$ cat src/rtl/led_ctrl_pkg.sv
// Shared types and constants for the two-button / four-LED mode controller.
package led_ctrl_pkg;

  typedef enum logic [1:0] {
    MODE_LOGIC = 2'd0,
    MODE_COUNT = 2'd1,
    MODE_CHASE = 2'd2,
    MODE_HOLD  = 2'd3
  } mode_t;

  localparam logic [3:0] CHASE_INIT = 4'b0001;

  // One chaser step; left moves the lit bit towards led_3.
  function automatic logic [3:0] chase_rotate(input logic [3:0] pattern, input logic right);
    return right ? {pattern[0], pattern[3:1]} : {pattern[2:0], pattern[3]};
  endfunction

endpackage

$ cat src/rtl/btn_debounce.sv
// Synchronises one raw button, debounces it and emits a one-cycle pulse on each debounced press.
module btn_debounce #(
  parameter int DEBOUNCE_CYCLES = 16
) (
  input  logic clk,
  input  logic rst_n,
  input  logic btn_raw,
  output logic db,
  output logic press
);

  localparam int CW = $clog2(DEBOUNCE_CYCLES);
  localparam logic [CW-1:0] CNT_LAST = CW'(DEBOUNCE_CYCLES - 1);

  logic          sync_a;
  logic          sync_b;
  logic          db_q;
  logic [CW-1:0] cnt;

  // The counter only advances while the synchronised level disagrees with db, so any agreement restarts it.
  always_ff @(posedge clk) begin
    if (!rst_n) begin
      sync_a <= 1'b0;
      sync_b <= 1'b0;
      db     <= 1'b0;
      db_q   <= 1'b0;
      cnt    <= '0;
    end else begin
      sync_a <= btn_raw;
      sync_b <= sync_a;
      db_q   <= db;
      if (sync_b == db) begin
        cnt <= '0;
      end else if (cnt == CNT_LAST) begin
        db  <= sync_b;
        cnt <= '0;
      end else begin
        cnt <= cnt + CW'(1);
      end
    end
  end

  assign press = db & ~db_q;

endmodule

$ cat src/rtl/led_mode_ctrl.sv
// Mode controller: btn_0 cycles LOGIC/COUNT/CHASE/HOLD, btn_1 is the per-mode action; LEDs are registered.
module led_mode_ctrl
  import led_ctrl_pkg::*;
#(
  parameter int DEBOUNCE_CYCLES = 16,
  parameter int TICK_DIV        = 8
) (
  input  logic       clk,
  input  logic       rst_n,
  input  logic       btn_0,
  input  logic       btn_1,
  output logic       led_0,
  output logic       led_1,
  output logic       led_2,
  output logic       led_3,
  output logic [1:0] mode
);

  localparam int TW = $clog2(TICK_DIV);
  localparam logic [TW-1:0] TICK_LAST = TW'(TICK_DIV - 1);

  logic db0, db1, press0, press1, act;

  mode_t         mode_q, mode_d;
  logic [3:0]    count_q, count_d;
  logic [3:0]    pattern_q, pattern_d;
  logic          dir_q, dir_d;
  logic [TW-1:0] tick_q, tick_d;
  logic [3:0]    led_q, led_d;

  btn_debounce #(.DEBOUNCE_CYCLES(DEBOUNCE_CYCLES)) u_db0 (
    .clk(clk), .rst_n(rst_n), .btn_raw(btn_0), .db(db0), .press(press0)
  );

  btn_debounce #(.DEBOUNCE_CYCLES(DEBOUNCE_CYCLES)) u_db1 (
    .clk(clk), .rst_n(rst_n), .btn_raw(btn_1), .db(db1), .press(press1)
  );

  always_ff @(posedge clk) begin
    if (!rst_n) begin
      mode_q    <= MODE_LOGIC;
      count_q   <= 4'd0;
      pattern_q <= CHASE_INIT;
      dir_q     <= 1'b0;
      tick_q    <= '0;
      led_q     <= 4'd0;
    end else begin
      mode_q    <= mode_d;
      count_q   <= count_d;
      pattern_q <= pattern_d;
      dir_q     <= dir_d;
      tick_q    <= tick_d;
      led_q     <= led_d;
    end
  end

  // A mode press wins over a simultaneous action press, which is dropped.
  always_comb begin
    mode_d    = mode_q;
    count_d   = count_q;
    pattern_d = pattern_q;
    dir_d     = dir_q;
    tick_d    = tick_q;
    led_d     = led_q;
    act       = press1 & ~press0;

    unique case (mode_q)
      MODE_LOGIC: led_d = {db0 | db1, db0 & db1, db1, db0};
      MODE_COUNT: begin
        led_d = count_q;
        if (act) count_d = count_q + 4'd1;
      end
      MODE_CHASE: begin
        led_d = pattern_q;
        if (tick_q == TICK_LAST) begin
          tick_d    = '0;
          pattern_d = chase_rotate(pattern_q, dir_q);
        end else begin
          tick_d = tick_q + TW'(1);
        end
        if (act) dir_d = ~dir_q;
      end
      MODE_HOLD: begin
        if (act) led_d = 4'd0;
      end
    endcase

    // HOLD needs no capture register: led_q keeps whatever CHASE wrote on the transition edge.
    if (press0) begin
      mode_d = mode_t'(mode_q + 2'd1);
      if (mode_q == MODE_COUNT) begin
        pattern_d = CHASE_INIT;
        tick_d    = '0;
      end
    end
  end

  assign led_0 = led_q[0];
  assign led_1 = led_q[1];
  assign led_2 = led_q[2];
  assign led_3 = led_q[3];
  assign mode  = mode_q;

endmodule
$ cat config.mk
export PLATFORM = sky130hd
export DESIGN_NAME = led_mode_ctrl
export DESIGN_NICKNAME = d
export VERILOG_FILES = /design/src/rtl/led_ctrl_pkg.sv /design/src/rtl/btn_debounce.sv /design/src/rtl/led_mode_ctrl.sv
export SDC_FILE = /design/constraint.sdc
export NUM_CORES = 1
export LEC_CHECK = 0
export BUFFER_PORTS_ARGS = -buffer_cell sky130_fd_sc_hd__buf_2
export CAP_MARGIN = 20
export CORE_MARGIN = 5
export CORE_UTILIZATION = 55
export CTS_BUF_LIST = sky130_fd_sc_hd__clkbuf_8
export CTS_CLUSTER_SIZE = 12
export DETAILED_ROUTE_END_ITERATION = 8
export PLACE_DENSITY = 0.85
export SETUP_SLACK_MARGIN = 0.3
export SKIP_CTS_REPAIR_TIMING = 1
export SLEW_MARGIN = 20
export SYNTH_ARGS = -nofsm -noshare
export SYNTH_HDL_FRONTEND = slang
export SYNTH_HIERARCHICAL = 1
export SYNTH_SLANG_ARGS = --single-unit
$ cat constraint.sdc
create_clock -name clk -period 1.67 [get_ports clk]
set_clock_uncertainty 0.1 [all_clocks]
set_input_delay 0.167 -clock clk [delete_from_list [all_inputs] [get_ports clk]]
set_output_delay 0.167 -clock clk [all_outputs]
set_load 0.01 [all_outputs]
---- After elaboration in Yosys (flattened, before gate mapping) ----
Cells that the tools add are included.
cells by class
  reduce and logical (&&, ||, !) cells .... 7
  multiplexer cells ....................... 11
  add/sub/neg operators ................... 5
  equal/unequal tests ..................... 9
  bitwise logic cells ..................... 12
operators by type and width
  kind                                           count
  two-way mux 4 bit                              6
  case mux 4 bit (4 select lines)                1
  adder 4 x 1 -> 4 bit, second input constant    3
  two-way mux 3 bit                              4
  == test 4 bit, second input constant           2
  AND reduction 2 bit                            4
  NOT 1 bit                                      7
  OR reduction 3 bit                             2
  AND 1 bit                                      4
  == test 2 bit, second input constant           2
  adder 3 x 1 -> 3 bit, second input constant    1
  == test 3 bit, second input constant           1
  adder 2 x 1 -> 2 bit, second input constant    1
  == test 1 bit                                  2
  == test 2 x 1 -> 1 bit, second input constant  1
  zero test 2 bit                                1
  inequality test 2 bit, second input constant   1
  OR 1 bit                                       1
word-level totals
  output and inout bits ................... 6
  word-level logic and storage cells ...... 60
  flip-flop bits (word level) ............. 34

---- Longest topological paths before layout ----
  depth after elaboration ................. 6
  mapped depth ............................ 7
  depth with buffers taken out ............ 5

---- Hierarchy ----
Netlist, hierarchy kept.
modules (own cells, without submodules)
  module         area an instance (um2)  instances  cells an instance
  led_mode_ctrl  920.9                   1          97
  btn_debounce   276.5                   2          26

---- Least setup slack after synthesis ----
Ideal clock, no wire load.
  path type ............................... reg-to-reg
  start point ............................. register u_db1.db
  end point ............................... register led_q[2]
  cell stages (with the launch flop) ...... 6
  slack ................................... 99 ps
  arrival ................................. 1403 ps
  setup time .............................. 67 ps
  period minus slack after synthesis ...... 1571 ps
  cell sequence ........................... dfxtp_1 nor2b_1 nand2b_1 buf_6 a221o_1 a21oi_2
on the way
  word-level cells in the longest chain between the ends .. 3
  elaborated cells on any way between the ends .. 5
RTL lines
  item                                    line                 RTL
  from (decl)                             btn_debounce.sv:8    output logic db,
  from (signal assigned)                  btn_debounce.sv:35   db <= sync_b;
  AND 1 bit                               btn_debounce.sv:43   assign press = db & ~db_q;
  via press1                              led_mode_ctrl.sv:22  logic db0, db1, press0, press1, act;
  AND 1 bit                               led_mode_ctrl.sv:65  act = press1 & ~press0;
  inequality test 2 bit (no source line)  n/a
  to (signal assigned)                    led_mode_ctrl.sv:53  led_q <= led_d;
  to (decl)                               led_mode_ctrl.sv:29  logic [3:0] led_q, led_d;
The timed path passes the listed nets, and every way through them passes these cells.
A chain may end at the register's enable or synchronous reset.

---- Worst setup path in the final report ----
  start point ............................. register mode_q[1] (netlist: mode[1])
  end point ............................... register count_q[3]
on the way
  word-level cells in the longest chain between the ends .. 2
RTL lines
  item                                  line                 RTL
  from (decl)                           led_mode_ctrl.sv:24  mode_t mode_q, mode_d;
  from (signal assigned)                led_mode_ctrl.sv:48  mode_q <= mode_d;
  == test 2 x 1 -> 1 bit                led_mode_ctrl.sv:67  unique case (mode_q)
  AND reduction 2 bit (no source line)  n/a
  to (signal assigned)                  led_mode_ctrl.sv:49  count_q <= count_d;
  to (decl)                             led_mode_ctrl.sv:25  logic [3:0] count_q, count_d;
Every way passes these cells.

==> flow_summary.toml <==
[outcome]
status = "finished, final reports clean"

[clock_network]
htree_num_levels = 2
cts_num_sinks = 34
clock_tree.root_cell = "clkbuf_8"
clk_pin_slew_ps = 70
maximum_number_of_buffers_from_clock_root_to_sink = 2
clock_latency_ps = 290
cts_tree = "yes"
tritoncts.num_buffers = 5

[critical_path]
worst-path-max-fanout = 7
critical-path-slowest-cell = "dfxtp_4"
critical_path_startpoint_category = "flop"
arrival_ps = 1500
crit_path_max_incr_delay_ps = 370
critPathCaptureType = "flop"
timing.critical_path.required_ps = 1730
ordered_list_of_cells_on_the_worst_path = "inv_4, ha_4, nand3b_4, o21ai_0, a21oi_2"
critical_path_class = "reg -> reg"

[cells_and_area]
multiInputGateArea_um2 = 902.1
drive_above_1_share = 0.3584
insertedDiodeCount = 0
flow.area_growth_from_synthesis_pct = 29.97
net_total_in_the_final_layout = 185
nFillCells = 174
area.sequential_um2 = 694.4

[floorplanning]
floorplan.die.width_um = 61.77
std_cell_rows = 18
initial_utilization = 0.5843
die_area_mm2 = 0.003815
fp.dieH_um = 61.77
placeableCoreArea_mm2 = 0.002522
ios = 10

[placement]
dp_hpwl_mm = 1.967
gp_congestion = 0.8709
place.port_buffers = 9
detailedPlace.worstSlack_ps = 115.1

[synth]
synth.area.top_cells = "dfxtp_1 46%, ha_1 7.6%, mux2i_1 7.5%"
synth.avg_cell_area_um2 = 9.892
unique_cell_type_count_in_the_yosys_netlist = 29
synth.net_count = 162
ys.flop_type = "dfxtp_1"
netlist.top_cell.by_area = "dfxtp_1"
synthDominantCellAreaShare = 0.4618
synth-seq-cells = 34
async_flop_share = 0
netlist_instances = 149
synth.top_cells.by_count = "34 x dfxtp_1, 20 x nor2_1, 11 x mux2i_1, 11 x nand3_1"
yosys_warnings = 6
synth.yosys.seq_area_share = 0.4618
count_of_flip_flops_with_a_built_in_enable_after_synthesis = 0
synthMostInstantiatedCell = "dfxtp_1"
synthesis.area_mm2 = 0.001474

[flow_run]
max_cap_violations = 0

[timing]
finalHoldViolations = 0
endpoints_failing_setup = 0
rsz0062_at_grt = "yes"
final.min_clock_period_ps = 1439
maxSlewHeadroom = 0.7101
worst_slew_pin_slew_ps = 434.3
setup-tns-final_ps = 0
slew_violations = 0
timing.final.ws_setup_ps = 230.7
timing.final.crit_share = 0.8619
max_clock_freq_mhz = 694.8

[pwr]
internal_power_mw = 1.154
p_per_area_mw_per_mm2 = 766.5
share_seq_of_total_power = 0.555
share_clk_of_total_power = 0.425
leakage_nw = 0.8246
max-vdd-ir-drop_uv = 911.8
swShare = 0.2142
combPwrFrac = 0.020
total_switching_power_mw = 0.3146

[global_route]
antenna_found_initial = 0
grt_overflow_total = 0
grt_pass1_vias = 1124
global_route_wire_length_before_repair_mm = 4.726
grt_start_max_net_pins = 15
track_usage = 0.1759

[drt]
detail_route.wl_per_cell_um = 16.60
viasPerCell = 5.690
via_count = 1155
drc = 0
postRouteAntennaNets = 0
drtPass1Iterations = 4
drt-total-wl_mm = 3.369
drt_iter0_drc = 24

[worst_hold_path]
hold_class = "in -> reg"
## cells in the final DEF (no fill, tap or decap), types with 6 or more instances in the layout
cell      Yosys  final
dfxtp_1      34     29
nor2_1       20     17
nand3_1      11     11
mux2i_1      11     11
buf_4         1     10
xor2_1        9      9
buf_2         0      9
clkbuf_8      0      6
and2_1        7      6
## layer usage
metal,wire (µm),vias up,global-route usage
met1,1379,555,0.1865
li1,-,562,-
met5,0,-,0
met3,166,11,0.05579
met2,1695,27,0.2975
met4,128,0,0.1182
## path summary, 6_finish.rpt
path,start,to,slack [ps],cells after the start
min,rst_n,u_db1/db,140,2
min reg2reg,u_db1/sync_a,u_db1/sync_b,350,1
max,mode[1],count_q[3],230,5
max reg2reg,mode[1],count_q[3],230,5
## state kept, by name, indices dropped and copies added, names as in the netlist
signal	flops
count_q	4
led_q	4
pattern_q	4
u_db0/cnt	4
u_db1/cnt	4
tick_q	3
mode	2
dir_q	1
u_db0/db	1
u_db0/db_q	1
u_db0/sync_a	1
u_db0/sync_b	1
u_db1/db	1
u_db1/db_q	1
u_db1/sync_a	1
u_db1/sync_b	1
## final cells by class
type / count / area share
Clock buffer: 6 / 0.04311
Clock inverter: 2 / 0.006532
Inverter: 7 / 0.01633
Tap cell: 30 / 0.01960
Timing Repair Buffer: 22 / 0.08099
Sequential cell: 34 / 0.3625
Multi-Input combinational cell: 102 / 0.4709
## metrics by stage
step	total power, mW	hold slack, ps	cells	util	cell area (µm²)
global placement	0.8578	272.0	185	0.6508	1642
detailed placement	0.8600	278.0	185	0.6508	1642
finish	1.468	140.5	203	0.7594	1916
CTS	1.481	-24.69	193	0.6885	1737
global route	1.543	128.2	203	0.7594	1916
floorplan	0.8494	188.7	149	-	1584
## worst max-delay path, delay by kind of cell (launching register included)
kind	cells	cell delay (ps)
buffers and inverters	1	80
flip-flops	1	370
AO/OA/AOI/OAI	2	440
adder cells (fa/ha/maj)	1	200
AND/OR/NAND/NOR	1	120
## cell families (layout without fill, tap and decap cells)
kind of cell | after synthesis | after routing | synth area share
buf+inv | 13 | 37 | 0.04075
flops | 34 | 34 | 0.4618
simple gates | 54 | 54 | 0.1918
xor+xnor | 10 | 10 | 0.05943
compound gates | 18 | 18 | 0.09507
mux | 11 | 11 | 0.07471
fa+ha+maj | 9 | 9 | 0.07640
## power groups by stage
stage	Sequential [mW]	Clock (mW)	Combinational, mW
finish	0.815	0.625	0.0290
global route	0.815	0.696	0.0323
CTS	0.818	0.639	0.0235
detailed placement	0.836	0	0.0236
global placement	0.836	0	0.0220
floorplan	0.836	0	0.0139
Power figures use the tool's default switching activity.
